===== config.mk =====
export PLATFORM = sky130hd
export DESIGN_NAME = sd_frame_sequencer
export DESIGN_NICKNAME = d
export VERILOG_FILES = /design/src/rtl/sd_frame_sequencer.sv
export SDC_FILE = /design/constraint.sdc
export NUM_CORES = 1
export LEC_CHECK = 0
export BUFFER_PORTS_ARGS = -buffer_cell sky130_fd_sc_hd__clkbuf_2
export CAP_MARGIN = 20
export CORE_MARGIN = 4
export CORE_UTILIZATION = 55
export DETAILED_ROUTE_END_ITERATION = 16
export PLACE_DENSITY = 0.88
export SLEW_MARGIN = 20
export SYNTH_ARGS = -nofsm -noshare
export SYNTH_HDL_FRONTEND = slang
export SYNTH_SLANG_ARGS = --single-unit

===== constraint.sdc =====
create_clock -name clk -period 3.5 [get_ports clk]
set_input_delay 0.35 -clock clk [delete_from_list [all_inputs] [get_ports clk]]
set_output_delay 0.35 -clock clk [all_outputs]
set_load 0.01 [all_outputs]

===== src/rtl/sd_frame_sequencer.sv =====
// Streams 512-byte SD sectors into a double-banked frame buffer, paced to a fixed frame period.
// Optional macro SD_SEQ_BYTE_ADDR_EN: present byte addresses (sector<<9) for SDSC cards.
module sd_frame_sequencer #(
  parameter logic [31:0] START_SECTOR      = 32'd0,
  parameter int          SECTORS_PER_FRAME = 38,
  parameter int          NUM_FRAMES        = 16,
  parameter int          FB_ADDR_W         = 15,
  parameter int          FRAME_PERIOD      = 2_500_000,
  parameter int          TIMEOUT_CYCLES    = 25_000_000
) (
  input  logic                 clk,
  input  logic                 reset,
  input  logic                 start,
  input  logic                 stop,
  input  logic                 loop_en,
  input  logic                 sd_ready,
  input  logic                 sd_byte_available,
  input  logic [7:0]           sd_dout,
  output logic                 sd_rd,
  output logic [31:0]          sd_address,
  output logic                 fb_we,
  output logic [FB_ADDR_W:0]   fb_addr,
  output logic [7:0]           fb_data,
  output logic                 display_bank,
  output logic [15:0]          frame_index,
  output logic                 frame_done,
  output logic                 busy,
  output logic                 error
);

  typedef enum logic [3:0] {
    S_IDLE, S_WAIT_READY, S_ISSUE, S_WAIT_BUSY, S_RECV,
    S_BLOCK_END, S_FRAME_END, S_HOLD, S_ERROR
  } state_t;

  localparam logic [31:0] PERIOD_LIMIT = 32'(FRAME_PERIOD - 1);
  localparam logic [31:0] WD_LIMIT     = 32'(TIMEOUT_CYCLES - 1);
  localparam logic [6:0]  LAST_SECTOR  = 7'(SECTORS_PER_FRAME - 1);
  localparam logic [15:0] LAST_FRAME   = 16'(NUM_FRAMES - 1);

  state_t                 state, next_state;
  logic [31:0]            sector;
  logic [31:0]            period_cnt;
  logic [31:0]            wd_cnt;
  logic [FB_ADDR_W-1:0]   offset;
  logic [8:0]             byte_cnt;
  logic [6:0]             sec_in_frame;
  logic                   write_bank;
  logic                   stop_pend;
  logic                   byte_av_q;
  logic                   byte_edge, recv_edge;
  logic                   last_sector, last_frame, period_done, watched, timeout;

`ifdef SD_SEQ_BYTE_ADDR_EN
  assign sd_address = sector << 9;
`else
  assign sd_address = sector;
`endif

  assign byte_edge   = sd_byte_available & ~byte_av_q;
  assign recv_edge   = (state == S_RECV) && byte_edge;
  assign last_sector = (sec_in_frame == LAST_SECTOR);
  assign last_frame  = (frame_index == LAST_FRAME);
  assign period_done = (period_cnt >= PERIOD_LIMIT);
  assign watched     = (state == S_WAIT_READY) || (state == S_WAIT_BUSY) ||
                       (state == S_RECV) || (state == S_BLOCK_END);
  // A byte arriving on the limit cycle counts as progress, so no write is lost to the watchdog.
  assign timeout     = watched && (wd_cnt >= WD_LIMIT) && !byte_edge;

  always_ff @(posedge clk) begin
    if (reset) state <= S_IDLE;
    else       state <= next_state;
  end

  always_comb begin
    next_state = state;
    sd_rd      = 1'b0;
    frame_done = 1'b0;
    busy       = 1'b1;
    case (state)
      S_IDLE: begin
        busy = 1'b0;
        if (start) next_state = S_WAIT_READY;
      end
      S_WAIT_READY: if (sd_ready) next_state = S_ISSUE;
      S_ISSUE: begin
        sd_rd      = 1'b1;
        next_state = S_WAIT_BUSY;
      end
      S_WAIT_BUSY: if (!sd_ready) next_state = S_RECV;
      S_RECV: if (byte_edge && byte_cnt == 9'd511) next_state = S_BLOCK_END;
      S_BLOCK_END: begin
        if (sd_ready) begin
          if (stop_pend)        next_state = S_IDLE;
          else if (last_sector) next_state = S_FRAME_END;
          else                  next_state = S_WAIT_READY;
        end
      end
      S_FRAME_END: begin
        frame_done = 1'b1;
        next_state = S_HOLD;
      end
      S_HOLD: begin
        if (stop_pend)                      next_state = S_IDLE;
        else if (period_done && last_frame) next_state = loop_en ? S_WAIT_READY : S_IDLE;
        else if (period_done)               next_state = S_WAIT_READY;
      end
      S_ERROR: begin
        busy = 1'b0;
        if (start) next_state = S_WAIT_READY;
      end
      default: next_state = S_IDLE;
    endcase
    if (timeout) next_state = S_ERROR;
  end

  always_ff @(posedge clk) begin
    if (reset) begin
      byte_av_q    <= 1'b0;
      fb_we        <= 1'b0;
      fb_addr      <= '0;
      fb_data      <= 8'd0;
      display_bank <= 1'b0;
      write_bank   <= 1'b1;
      frame_index  <= 16'd0;
      error        <= 1'b0;
      sector       <= 32'd0;
      period_cnt   <= 32'd0;
      wd_cnt       <= 32'd0;
      offset       <= '0;
      byte_cnt     <= 9'd0;
      sec_in_frame <= 7'd0;
      stop_pend    <= 1'b0;
    end else begin
      byte_av_q <= sd_byte_available;
      fb_we     <= 1'b0;

      if (!watched || next_state != state || byte_edge) wd_cnt <= 32'd0;
      else if (wd_cnt != '1)                            wd_cnt <= wd_cnt + 32'd1;

      if (state != S_IDLE && period_cnt != '1) period_cnt <= period_cnt + 32'd1;

      if (stop && busy)         stop_pend <= 1'b1;
      if (next_state == S_IDLE) stop_pend <= 1'b0;
      if (timeout)              error     <= 1'b1;

      case (state)
        S_IDLE, S_ERROR: begin
          if (start) begin
            sector       <= START_SECTOR;
            frame_index  <= 16'd0;
            offset       <= '0;
            period_cnt   <= 32'd0;
            byte_cnt     <= 9'd0;
            sec_in_frame <= 7'd0;
            error        <= 1'b0;
            stop_pend    <= 1'b0;
          end
        end
        S_RECV: begin
          if (recv_edge) begin
            fb_we    <= 1'b1;
            fb_data  <= sd_dout;
            fb_addr  <= {write_bank, offset};
            offset   <= offset + {{(FB_ADDR_W-1){1'b0}}, 1'b1};
            byte_cnt <= byte_cnt + 9'd1;
          end
        end
        S_BLOCK_END: begin
          if (sd_ready && !timeout) begin
            sector       <= sector + 32'd1;
            sec_in_frame <= last_sector ? 7'd0 : sec_in_frame + 7'd1;
          end
        end
        S_FRAME_END: begin
          display_bank <= write_bank;
          write_bank   <= ~write_bank;
          offset       <= '0;
        end
        S_HOLD: begin
          if (next_state == S_WAIT_READY) begin
            period_cnt <= 32'd0;
            if (last_frame) begin
              frame_index <= 16'd0;
              sector      <= START_SECTOR;
            end else begin
              frame_index <= frame_index + 16'd1;
            end
          end
        end
        default: ;
      endcase
    end
  end

endmodule

Yosys cells after proc, flatten, opt, wreduce, memory -nomap -nowiden
Cells that the tools add are included.

cells by class
  mux-type cells = 47
  reduce and logical (&&, ||, !) cells = 33
  add/sub/neg operators = 7
  bitwise gates (word level) = 4
  equal/unequal tests = 20
  magnitude comparators = 2

operators by type and width
  cell                     count
  $mux W32                 7
  $add A32 B1 Y32 const B  3
  $pmux W32 S3             1
  $ne A32 B32 Y1 const B   2
  $pmux W32 S2             1
  $mux W16                 3
  $pmux W15 S3             1
  $mux W4                  9
  $ge A32 B22 Y1 const B   1
  $ge A32 B25 Y1 const B   1
  $pmux W16 S2             1
  $pmux W4 S8              1
  $mux W15                 2
  $mux W7                  3
  $mux W9                  2
  $pmux W9 S2              1
  $add A16 B1 Y16 const B  1
  $eq A16 B4 Y1 const B    1
  $eq A4 B3 Y1 const B     4
  $add A15 B1 Y15 const B  1
  $pmux W7 S2              1
  $mux W1                  12
  $reduce_and A3 Y1        4
  $add A9 B1 Y9 const B    1
  other kinds (22)         49

storage, ports and cells
  bits of input ports = 15
  register bits = 177
  output and inout port bits = 78

Longest topological paths before layout
Gate-level depths: netlist of run 1.

  word-level depth = 11
  mapped depth = 10
  mapped depth without buffers = 9

Worst setup path before layout of run 1
No wires, ideal clock.

  path kind = register to register
  start point = register wd_cnt[0]
  end point = register wd_cnt[10]
  period minus slack after synthesis = 2.734 ns
  slack = 0.766 ns
  required time = 3.368 ns
  arrival = 2.602 ns
  cell stages (with the launch flop) = 10
  cells stage by stage = dfxtp_1 -> ha_1 -> and2_1 -> and2_1 -> o41ai_2 -> a31oi_1 -> o21a_1 -> nor3_1 -> clkbuf_1 -> nor3_1

on the way
  word-level cells in the longest chain between the ends = 8
  elaborated cells on any way between the ends = 10
  classes of those cells = add/sub: 1; order compare: 1; eq/ne: 2; mux: 1; reduce/logical: 5

ends and longest elaborated chain
  element                           RTL line  RTL
  start: declaration                44        logic [31:0] wd_cnt;
  start signal: assignment          139       else if (wd_cnt != '1) wd_cnt <= wd_cnt + 32'd1;
  $ge A32 B25 Y1                    68        assign timeout = watched && (wd_cnt >= WD_LIMIT) && !byte_edge;
  $logic_and A1 B1 Y1 (2 in a row)  68
  $mux W4                           114       if (timeout) next_state = S_ERROR;
  $ne A4 B4 Y1                      138       if (!watched || next_state != state || byte_edge) wd_cnt <= 32'd0;
  $logic_or A1 B1 Y1 (2 in a row)   138
  $reduce_or A2 Y1 (no line)        -

Several ways; a longest one is shown, not always the timed one.
A chain may end at the register's enable or synchronous reset.

Final worst setup path of run 1
  start point = register state[2]
  end point = register sector[18] (netlist: sd_address[18])

on the way
  word-level cells in the longest chain between the ends = 10
  elaborated cells on any way between the ends = 35
  classes of those cells = eq/ne: 13; mux: 11; reduce/logical: 11

ends and longest elaborated chain
  element                                                               RTL line  RTL
  start: declaration                                                    41        state_t state, next_state;
  start signal: assignment                                              72        else state <= next_state;
  parallel branches: the longest is 10 deep, another holds $pmux W4 S8  -
  end signal: assignment                                                171       sector <= sector + 32'd1;
  end: declaration                                                      42        logic [31:0] sector;

Several ways; the timed one is not identified.

==> results.md, run 1 <==
- Status: completed
- Endpoint of the worst register-to-register path: sd_address[18]
- Count of inserted antenna diode cells: 0
- Sequential Power Share: 50.4%
- DRC marker count from the first detailed-route iteration: approximately 590
- Final total power: 4.101 mW
- Resize count post-CTS: 0
- Share of the clock period used by the worst path: roughly 90%
- Hold path cells: 3
- Leading area contributor after synthesis: sky130_fd_sc_hd__dfxtp_1
- Worst hold path class: in2reg
- Leakage: 3.430 nW
- Final antenna-violating net count: 0
- Share of the synthesized area in the top cell type: between 40% and 50%
- Total detailed-routing wirelength: approximately 19000 um
- Seq cells post-synth: 177
- Post-route insts no fill: 1291
- Switching share of power: 25.57%
- Final layout net count: 1118
- Arrival time of the worst setup path: 3.49 ns
- Maximum number of pins on one net before global-route repair: 46
- Hold path startpoint: sd_dout[4]
- Port buffer count: 92
- Startpoint kind of the worst setup timing path: register
- Post-DP HPWL: 13320 um
- Share of total power in combinational logic: 6.9%
- Area added between synthesis and finish: 14.28%
- Sequential fraction of the synthesis area: 42.79%
- Synth async-reset ratio: 0%
- Kind of end point of the critical path: register
- Clock tree from TritonCTS: built
- Die Span X: 130.7 um
- Worst VDD drop: approximately 340 uV
- CTS H-tree lvls: 4
- Final setup violation count: 0
- Global-route wire length before repair: ~32000 um
- Inst Count DP: approximately 1.3k
- Clock buffers created by TritonCTS: 17
- Row cnt: 44
- Antenna violations before repair: 0
- Flop2flop setup slack: 0.36 ns
- Ports placed on the boundary: 93
- Number of cells on the worst reg-to-reg path: 7
- FF-to-FF Start: state[2]
- Cells taking the most area after synthesis: sky130_fd_sc_hd__dfxtp_1 43%, sky130_fd_sc_hd__xor2_1 5.8%, sky130_fd_sc_hd__nor2_1 5.2%
- Number of buffers on the longest clock path: 2
- Quantity of hold-fixing buffers added after cts: 0
- Data required time of the worst path: 3.86 ns
- Share of layout cells above drive strength 1: 14.09%
- Tightest Pin Transition: approximately 0.80 ns
- Placer Congestion: 0.9605
- Clk network pwr share: 42.7%
- Most used flip-flop cell after synthesis: sky130_fd_sc_hd__dfxtp_1
- Post-CTS setup buffer count: 0
- Core region area: 14640 um^2
- Synthesis warning total: 0
- Post-Synthesis Cell Area: 8280 um^2
- Via count of the first global-routing pass: 7150
- Full die area: 17080 um^2
- Clock transition at the registers of the reported paths: 0.07 ns
- Post-Route Setup TNS: 0 ns
- # DRC: 0
- Distinct cell type count after synthesis: 64
- Total of fill cells in the finished design: roughly 1.2k
- Via count: 7612
- Syn Inst Count: approximately 1.0k
- Top achievable clock speed: 318.8 MHz
- Area post-placement: 8912 um^2
- Power density of the placed cells: 433.4 nW/um^2
- CP Class: reg2reg
- Root Buffer: sky130_fd_sc_hd__clkbuf_16
- Synthesized area per cell: slightly above 8 um^2
- Endpoint, Worst Hold: fb_data[4]
- Detail-routed via count per cell: 5.896
- Sum of overflow across all layers after global routing: 0
- Sinks on the clock net: 177
- Final clock skew: 0.009464 ns
- Starting density of the core: between 50% and 60%
- Post-layout minimum cycle time: 3.137 ns
- Max-cap violations: 0
- Unrepaired setup endpoints after global routing: false
- Iteration count of the initial detailed-routing pass: 5
- Final cell area excluding filler cells: 9463 um^2
- GRT Util Overall: 22.62%
- Relative slew slack: 45.87%
- Clk_lat worst skew: 0.43 ns
- Post-detailed-route wirelength per cell: 14.91 um
- Cell internal pwr: 3.053 mW
- Number of synthesized flops with an enable pin: 0
- Vertical die dimension: 130.7 um
- Maximum fanout along the worst path: 29
- Number of failing hold endpoints at the final stage: 0
- Net switching power: 1.049 mW
- Max-slew violation count: 0
## how the worst max path moves through the flow
stage	start	endpoint	cells past startpoint
after global routing	state[2]	sd_address[14]	7
after CTS	state[2]	sd_address[14]	7
after detailed placement	state[2]	sd_address[14]	7
after global placement	state[2]	sd_address[14]	7
after floorplan	wd_cnt[0]	wd_cnt[10]	9
final	state[2]	sd_address[18]	7
## synth_stat cells (25+ instances only)
master / n
sky130_fd_sc_hd__dfxtp_1: 177
sky130_fd_sc_hd__nor2_1: 114
sky130_fd_sc_hd__nand2_1: 111
sky130_fd_sc_hd__a21oi_1: 80
sky130_fd_sc_hd__xor2_1: 55
sky130_fd_sc_hd__o21ai_0: 49
sky130_fd_sc_hd__nand3_1: 46
sky130_fd_sc_hd__nor3_1: 42
sky130_fd_sc_hd__nand4_1: 36
sky130_fd_sc_hd__clkbuf_1: 34
sky130_fd_sc_hd__and3_1: 27
sky130_fd_sc_hd__xnor2_1: 25
## power groups by stage
stage	registers, mW	logic [mW]	clock network, mW
after floorplan	2.10	0.207	0
after global placement	2.11	0.273	0
after detailed placement	2.11	0.276	0
after CTS	2.06	0.281	1.78
after global routing	2.07	0.313	1.85
final	2.07	0.284	1.75
## logic make-up after synthesis
logic type                 count (synthesis)  share of synthesized area [%]
other                                      1                        0.04529
and+or+nand+nor                          494                          30.58
muxes                                      6                         0.7253
DFF                                      177                          42.79
adders and majority gates                  9                          1.360
buffers and inverters                     57                          2.841
xor gates and xnor gates                  80                          8.462
AOI/OAI and AO/OA                        183                          13.19
## flip-flops by register name (all words and copies together), names as in the netlist, 4 cells and up
register	count
frame_index	16
sec_in_frame	7
offset	15
wd_cnt	32
fb_addr	16
byte_cnt	9
period_cnt	32
sd_address	32
state	4
fb_data	8
## final cells by class
type | instances | area, um^2 | share of cell area [%]
multi-input combinational | 779 | 4536 | 47.93
sequential | 177 | 3543 | 37.45
timing repair buffer | 104 | 550.5 | 5.818
clock buffer | 18 | 439.2 | 4.641
tap | 184 | 230.2 | 2.433
clock inverter | 14 | 107.6 | 1.137
inverter | 15 | 56.30 | 0.5950
## critical path: stages (launching register included)
cell,delay (ns)
sky130_fd_sc_hd__dfxtp_1,0.58
sky130_fd_sc_hd__nand4b_1,0.25
sky130_fd_sc_hd__or2_2,0.33
sky130_fd_sc_hd__a211oi_1,0.44
sky130_fd_sc_hd__nor2_2,0.17
sky130_fd_sc_hd__a211o_1,0.58
sky130_fd_sc_hd__or4_1,0.58
sky130_fd_sc_hd__a21oi_1,0.14
## metal layers
| metal | track usage [%] | share of wire (%) | vias to the layer above |
|---|---|---|---|
| met4 | 8.711 | 1.6 | 0 |
| met2 | 37.38 | 48 | 205 |
| met1 | 28.44 | 44 | 3611 |
| li1 | - | - | 3771 |
| met3 | 5.854 | 5.9 | 25 |
| met5 | 0 | 0 | - |
## stage by stage
stage / worst slack [ns] / util, % / hold slack (ns)
after floorplan: 0.7662 / - / 0.4370
after global placement: 0.5413 / 60.86 / 0.4413
after detailed placement: 0.4325 / 60.86 / 0.4463
after CTS: 0.4003 / 64.59 / 0.1270
after global routing: 0.1229 / 64.62 / 0.1315
final: 0.3633 / 64.62 / 0.1362
## layout by cell type, fill, tap and decap left out, types with 8 or more instances in the layout
cell,instances
sky130_fd_sc_hd__clkbuf_16,17
sky130_fd_sc_hd__nand4_1,36
sky130_fd_sc_hd__o21ai_0,49
sky130_fd_sc_hd__nand4b_1,8
sky130_fd_sc_hd__nand2b_1,9
sky130_fd_sc_hd__dfxtp_1,177
sky130_fd_sc_hd__nor2b_1,8
sky130_fd_sc_hd__a211oi_1,10
sky130_fd_sc_hd__nor2_1,114
sky130_fd_sc_hd__nor4_1,14
sky130_fd_sc_hd__nand3_1,46
sky130_fd_sc_hd__xnor2_1,25
sky130_fd_sc_hd__xor2_1,55
sky130_fd_sc_hd__inv_1,15
sky130_fd_sc_hd__and3_1,27
sky130_fd_sc_hd__or3_1,23
sky130_fd_sc_hd__ha_1,9
sky130_fd_sc_hd__or4_1,13
sky130_fd_sc_hd__buf_4,12
sky130_fd_sc_hd__clkbuf_2,92
sky130_fd_sc_hd__nand2_1,111
sky130_fd_sc_hd__a21oi_1,79
sky130_fd_sc_hd__or2_2,8
sky130_fd_sc_hd__nor3_1,41
Power figures use the tool's default switching activity.
==> run 2: changes to the inputs <==
--- a/config.mk
+++ b/config.mk
@@ -7,7 +7,6 @@
 export LEC_CHECK = 0
 export BUFFER_PORTS_ARGS = -buffer_cell sky130_fd_sc_hd__clkbuf_2
 export CAP_MARGIN = 20
-export CORE_MARGIN = 4
 export CORE_UTILIZATION = 55
 export DETAILED_ROUTE_END_ITERATION = 16
 export PLACE_DENSITY = 0.88
==> results.md, run 2 (same netlist as run 1, synthesis figures left out) <==
- Resize count post-CTS: 0 (unchanged)
- Number of buffers on the longest clock path: 2 (unchanged)
- PnR worst setup slack: 0.4008 ns (+0.03745 ns)
- Maximum fanout along the worst path: 29 (unchanged)
- Number of cells on the worst reg-to-reg path: 7 (unchanged)
- Maximum number of pins on one net before global-route repair: 46 (unchanged)
- Clk_lat worst skew: 0.43 ns (about the same)
- Clk network pwr share: 47.0% (+4.3 points)
- Area added between synthesis and finish: 15.67%
- End point of the critical path: sd_address[18]
- Worst hold path class: in2reg
- Total detailed-routing wirelength: 19380 um (+0.69%)
- Final antenna-violating net count: 0 (unchanged)
- Worst VDD drop: 408.3 uV (+21%)
- Final cell area excluding filler cells: 9578 um^2 (+1.2%)
- Share of total power in combinational logic: 6.4% (-0.5 points)
- Post-DP HPWL: 13060 um (-2.0%)
- Share of the clock period used by the worst path: 88.55% (-1.1 points)
- CP Class: reg2reg
- Arrival time of the worst setup path: 3.46 ns (-0.03 ns)
- Via count: 7675 (+0.83%)
- # DRC: 0 (unchanged)
- Net switching power: 1.031 mW (-1.6%)
- Post-Route Setup TNS: 0 ns (unchanged)
- CTS H-tree lvls: 4 (unchanged)
- Die Span X: 124.7 um (-4.6%)
- Post-place setup slack: 0.4406 ns (+0.008114 ns)
- Start point of the critical path: state[2]
- Unrepaired setup endpoints after global routing: false
- Antenna violations before repair: 0 (unchanged)
- Clock buffers created by TritonCTS: 17 (unchanged)
- Power density of the placed cells: 463.6 nW/um^2 (+7.0%)
- Final layout net count: 1119 (+0.089%)
- Data required time of the worst path: 3.86 ns (about the same)
- Top achievable clock speed: 322.7 MHz (+1.2%)
- Crit-path leading delay family: simple AND/OR/NAND/NOR gates
- Hold path cells: 3 (unchanged)
- Number of failing hold endpoints at the final stage: 0 (unchanged)
- FF-to-FF Start: state[2]
- Detail-routed via count per cell: 5.940 (+0.75%)
- Post-CTS setup buffer count: 0 (unchanged)
- Clock transition at the registers of the reported paths: 0.06 ns (about the same)
- Sequential Power Share: 46.5% (-3.9 points)
- Relative slew slack: 48.23% (+2.4 points)
- Endpoint of the worst register-to-register path: sd_address[18]
- Ports placed on the boundary: 93 (unchanged)
- Clock tree from TritonCTS: built
- Via count of the first global-routing pass: 7025 (-1.7%)
- Placer Congestion: 0.8868 (-7.7%)
- Most frequent standard cell in the layout excluding fill and tap cells: sky130_fd_sc_hd__dfxtp_1
- Kind of end point of the critical path: register
- Root Buffer: sky130_fd_sc_hd__clkbuf_16
- Status: completed
- Longest individual stage delay on the worst path: 0.58 ns (about the same)
- Startpoint kind of the worst setup timing path: register
- Leakage: 3.467 nW (+1.1%)
- Post-route insts no fill: 1292 (+0.077%)
- Post-layout minimum cycle time: 3.099 ns (-0.03745 ns)
- Worst path bufs/invs: 0 (unchanged)
- Max-slew violation count: 0 (unchanged)
- Full die area: 15550 um^2 (-9.0%)
- Path length in cells of the critical path: 7 (unchanged)
- Count of inserted antenna diode cells: 0 (unchanged)
- Quantity of hold-fixing buffers added after cts: 0 (unchanged)
- Final setup violation count: 0 (unchanged)
- Vertical die dimension: 124.7 um (-4.6%)
- Switching share of power: 23.23% (-2.3 points)
- Share of layout cells above drive strength 1: 13.99% (-0.10 points)
- Most frequent cells in the layout: 177 x sky130_fd_sc_hd__dfxtp_1, 114 x sky130_fd_sc_hd__nor2_1, 111 x sky130_fd_sc_hd__nand2_1, 92 x sky130_fd_sc_hd__clkbuf_2, 79 x sky130_fd_sc_hd__a21oi_1
- Core region area: 14590 um^2 (-0.38%)
- Iteration count of the initial detailed-routing pass: 5 (unchanged)
- GRT Util Overall: 25.49% (+2.9 points)
- Sinks on the clock net: 177 (unchanged)
- Row cnt: 44 (unchanged)
- Tightest Pin Transition: 0.7570 ns (-0.04743 ns)
- Area of the multi-input gates: 4536 um^2 (unchanged)
- Final clock skew: 0.007470 ns (-0.001994 ns)
- Global-route wire length before repair: 33120 um (+3.7%)
- Total of fill cells in the finished design: 1163 (-4.9%)
- DRC marker count from the first detailed-route iteration: 731 (+23%)
- Starting density of the core: 56.76% (+0.21 points)
- Slowest library cell on the worst path: sky130_fd_sc_hd__or4_1
- Post-detailed-route wirelength per cell: 15.00 um (+0.61%)
- Cells traversed along the worst timing path: nand4b_1 -> or2_2 -> a211oi_1 -> nor2_2 -> a211o_1 -> or4_1 -> a21oi_1
- Max-cap violations: 0 (unchanged)
- Port buffer count: 92 (unchanged)
- Register area: 3543 um^2 (unchanged)
- Flop2flop setup slack: 0.40 ns (+0.04 ns)
- Sum of overflow across all layers after global routing: 0 (unchanged)
- Cell internal pwr: 3.409 mW (+12%)
- Area post-placement: 8920 um^2 (about the same)
- Inst Count DP: 1260 (+0.079%)
## run 2: cell count changes in the layout (fill, tap and decap cells not counted), sizes merged
cell | before | now
buf | 12 | 13
bufinv | 0 | 5
clkbuf | 110 | 112
clkinv | 11 | 4
clkinvlp | 0 | 3
inv | 18 | 15
## run 2: power by group through the flow
stage	combinational, mW	sequential (mW)	clock [mW]
after floorplan	0.207	2.10	0
after global placement	0.273	2.11	0
after detailed placement	0.278	2.11	0
after CTS	0.282	2.06	2.11
after global routing	0.315	2.07	2.20
final	0.286	2.07	2.09
## run 2: tightest hold or removal path, stage by stage
cell and delay (ns):
sky130_fd_sc_hd__clkbuf_2 0.08, sky130_fd_sc_hd__nand2_1 0.04, sky130_fd_sc_hd__a21oi_1 0.05
## run 2: final cells by class
type                            count  area share [%]
Clock buffer                       20           4.664
Clock inverter                     12           2.169
Inverter                           15          0.5879
Multi-Input combinational cell    779           47.35
Sequential cell                   177           37.00
Tap cell                          184           2.404
Timing Repair Buffer              105           5.826
## run 2: routing by layer
metal	part of all wire [%]	routed length (um)	track usage [%]	vias to the layer above
li1	-	-	-	3760
met1	45	8630	33.49	3630
met2	48	9317	41.14	251
met3	5.5	1071	5.112	34
met4	1.8	358	9.639	0
met5	0	0	0	-
## run 2: how the worst min path moves through the flow
stage / start / endpoint / slack (ns)
finish: sd_dout[0] / fb_data[0] / 0.14
global route: sd_dout[6] / fb_data[6] / 0.14
CTS: sd_dout[5] / fb_data[5] / 0.13
detailed placement: fb_addr[1] / fb_addr[1] / 0.45
global placement: fb_data[7] / fb_data[7] / 0.44
floorplan: offset[14] / fb_addr[14] / 0.44
## run 2: stage by stage
| step | hold WS, ns | power [mW] | utilization [%] |
|---|---|---|---|
| 2_1_floorplan | 0.4370 | 2.309 | - |
| 3_3_place_gp | 0.4408 | 2.381 | 61.14 |
| 3_5_place_dp | 0.4486 | 2.388 | 61.14 |
| 4_1_cts | 0.1266 | 4.456 | 65.63 |
| 5_1_grt | 0.1382 | 4.587 | 65.65 |
| 6_report | 0.1389 | 4.440 | 65.65 |
==> run 3: changes to the inputs <==
--- a/config.mk
+++ b/config.mk
@@ -7,9 +7,9 @@
 export LEC_CHECK = 0
 export BUFFER_PORTS_ARGS = -buffer_cell sky130_fd_sc_hd__clkbuf_2
 export CAP_MARGIN = 20
-export CORE_UTILIZATION = 55
+export CORE_UTILIZATION = 40
 export DETAILED_ROUTE_END_ITERATION = 16
-export PLACE_DENSITY = 0.88
+export PLACE_DENSITY = 0.7
 export SLEW_MARGIN = 20
 export SYNTH_ARGS = -nofsm -noshare
 export SYNTH_HDL_FRONTEND = slang
==> results.md, run 3 (same netlist as run 1, synthesis figures left out) <==
- Status: completed
- Number of buffers on the longest clock path: 2 (unchanged)
- Sinks on the clock net: 177 (unchanged)
- CTS H-tree lvls: 4 (unchanged)
- Total routed wire length on the met1 layer: 9268 um (+7.4%)
- Full die area: 21280 um^2 (+37%)
- Max-slew violation count: 0 (unchanged)
- GRT Util Overall: 18.44% (-7.0 points)
- Total detailed-routing wirelength: 19220 um (-0.80%)
- Max-cap violations: 0 (unchanged)
- Share of layout cells above drive strength 1: 14.25% (+0.26 points)
- Detail-routed via count per cell: 5.401 (-9.1%)
- Ports placed on the boundary: 93 (unchanged)
- Total of fill cells in the finished design: 1943 (+67%)
- Post-layout minimum cycle time: 3.123 ns (+0.02418 ns)
- Final setup violation count: 0 (unchanged)
- CP Class: reg2reg
- Post-DP HPWL: 13350 um (+2.2%)
- Hold path startpoint: sd_dout[7]
- Vertical die dimension: 145.9 um (+17%)
- Met3 routed wirelength: 904 um (-16%)
- Top achievable clock speed: 320.2 MHz (-0.77%)
- Worst VDD drop: 315.1 uV (-23%)
- Post-CTS setup buffer count: 0 (unchanged)
- Post-detailed-route wirelength per cell: 13.93 um (-7.1%)
- Area added between synthesis and finish: 16.35%
- Worst hold path class: in2reg
- Row cnt: 52 (+18%)
- Global-route wire length before repair: 32530 um (-1.8%)
- Leakage: 3.451 nW (-0.49%)
- DRC marker count from the first detailed-route iteration: 510 (-30%)
- Final antenna-violating net count: 0 (unchanged)
- Clk_lat worst skew: 0.43 ns (about the same)
- Kind of end point of the critical path: register
- FF-to-FF Start: frame_index[12]
- Hold path cells: 3 (unchanged)
- Clock buffers created by TritonCTS: 17 (unchanged)
- Highest metal layer with signal wires: met4
- Number of failing hold endpoints at the final stage: 0 (unchanged)
- Hold_ws: 0.1290 ns (-0.009911 ns)
- Relative slew slack: 46.88% (-1.3 points)
- Port buffer count: 92 (unchanged)
- Total met2 wirelength after detailed routing: 8714 um (-6.5%)
- Power density of the placed cells: 441.3 nW/um^2 (-4.8%)
- Clock transition at the registers of the reported paths: 0.08 ns (+0.02 ns)
- Via count: 7454 (-2.9%)
- Arrival time of the worst setup path: 3.48 ns (+0.02 ns)
- # DRC: 0 (unchanged)
- Root Buffer: sky130_fd_sc_hd__clkbuf_16
- Die Span X: 145.9 um (+17%)
- Final clock skew: 0.01104 ns (+0.003565 ns)
- Maximum number of pins on one net before global-route repair: 46 (unchanged)
- Core region area: 20230 um^2 (+39%)
- Clock tree from TritonCTS: built
- Final layout net count: 1120 (+0.089%)
- Iteration count of the initial detailed-routing pass: 6 (+1)
- Flop2flop setup slack: 0.38 ns (-0.02 ns)
- Sum of overflow across all layers after global routing: 0 (unchanged)
- Maximum fanout along the worst path: 29 (unchanged)
- Endpoint, Worst Hold: fb_data[7]
- Startpoint kind of the worst setup timing path: register
- Number of cells on the worst reg-to-reg path: 7 (unchanged)
- Most frequent standard cell in the layout excluding fill and tap cells: sky130_fd_sc_hd__dfxtp_1
- Resize count post-CTS: 0 (unchanged)
- Via count of the first global-routing pass: 6722 (-4.3%)
- Antenna violations before repair: 1 (+1)
- Post-Route Setup TNS: 0 ns (unchanged)
- Share of the core filled with cells in the final layout: 47.61% (-18 points)
- Tightest Pin Transition: 0.7948 ns (+0.03771 ns)
- Most frequent cells in the layout: 177 x sky130_fd_sc_hd__dfxtp_1, 114 x sky130_fd_sc_hd__nor2_1, 111 x sky130_fd_sc_hd__nand2_1, 92 x sky130_fd_sc_hd__clkbuf_2, 79 x sky130_fd_sc_hd__a21oi_1
- Quantity of hold-fixing buffers added after cts: 0 (unchanged)
- Share of the clock period used by the worst path: 89.24% (+0.69 points)
- Endpoint of the worst register-to-register path: sd_address[15]
- Starting density of the core: 40.92% (-16 points)
- Placer Congestion: 0.8655 (-2.4%)
- Unrepaired setup endpoints after global routing: false
- Data required time of the worst path: 3.86 ns (about the same)
- Start point of the critical path: frame_index[12]
## run 3: changes by cell type in the layout (fill, tap and decap cells not counted), sizes merged
cell	delta
buf	+1
bufinv	-4
clkbuf	-3
clkinvlp	-1
diode	+1
inv	+8
## run 3: cell type report
class,instances,area (um^2),area share [%]
diodes,1,2.502,0.02597
clock buffers,17,425.4,4.416
clock inverters,15,167.7,1.740
inverters,15,56.30,0.5844
multi-input cells,779,4536,47.08
flip-flops and latches,177,3543,36.78
well taps,270,337.8,3.506
repair buffers,106,565.5,5.870
## run 3: worst max path at each step
stage | to | slack (ns) | cells after the start
after CTS | sd_address[15] | 0.41 | 7
after floorplan | wd_cnt[10] | 0.77 | 9
after global routing | sd_address[18] | 0.17 | 7
after detailed placement | sd_address[10] | 0.45 | 7
final | sd_address[15] | 0.38 | 7
after global placement | sd_address[14] | 0.52 | 7
## run 3: power by group
part	internal, mW	switching (mW)
clock network	1.02	0.887
registers	2.03	0.0289
logic	0.0819	0.202
total	3.13	1.12
## run 3: metrics by stage
stage	power, mW	instances	area, um^2	worst slack, ns
after floorplan	2.309	1013	8303	0.7662
after global placement	2.390	1347	9035	0.5201
after detailed placement	2.392	1347	9035	0.4532
after CTS	4.288	1379	9628	0.4081
after global routing	4.414	1379	9632	0.1689
final	4.252	1380	9634	0.3766
## run 3: routing by layer
metal / GRT usage, % / vias up
li1: - / 3773
met4: 6.632 / 0
met5: 0 / -
met3: 3.824 / 21
met2: 28.97 / 135
met1: 24.95 / 3525
## run 3: critical path: stages, from the launching register on
cell and delay, ns:
sky130_fd_sc_hd__dfxtp_1 0.37, sky130_fd_sc_hd__or4_4 0.56, sky130_fd_sc_hd__or4_1 0.61, sky130_fd_sc_hd__o2111a_2 0.21, sky130_fd_sc_hd__nor2_2 0.21, sky130_fd_sc_hd__a211o_1 0.67, sky130_fd_sc_hd__o21ai_0 0.24, sky130_fd_sc_hd__a21oi_1 0.17
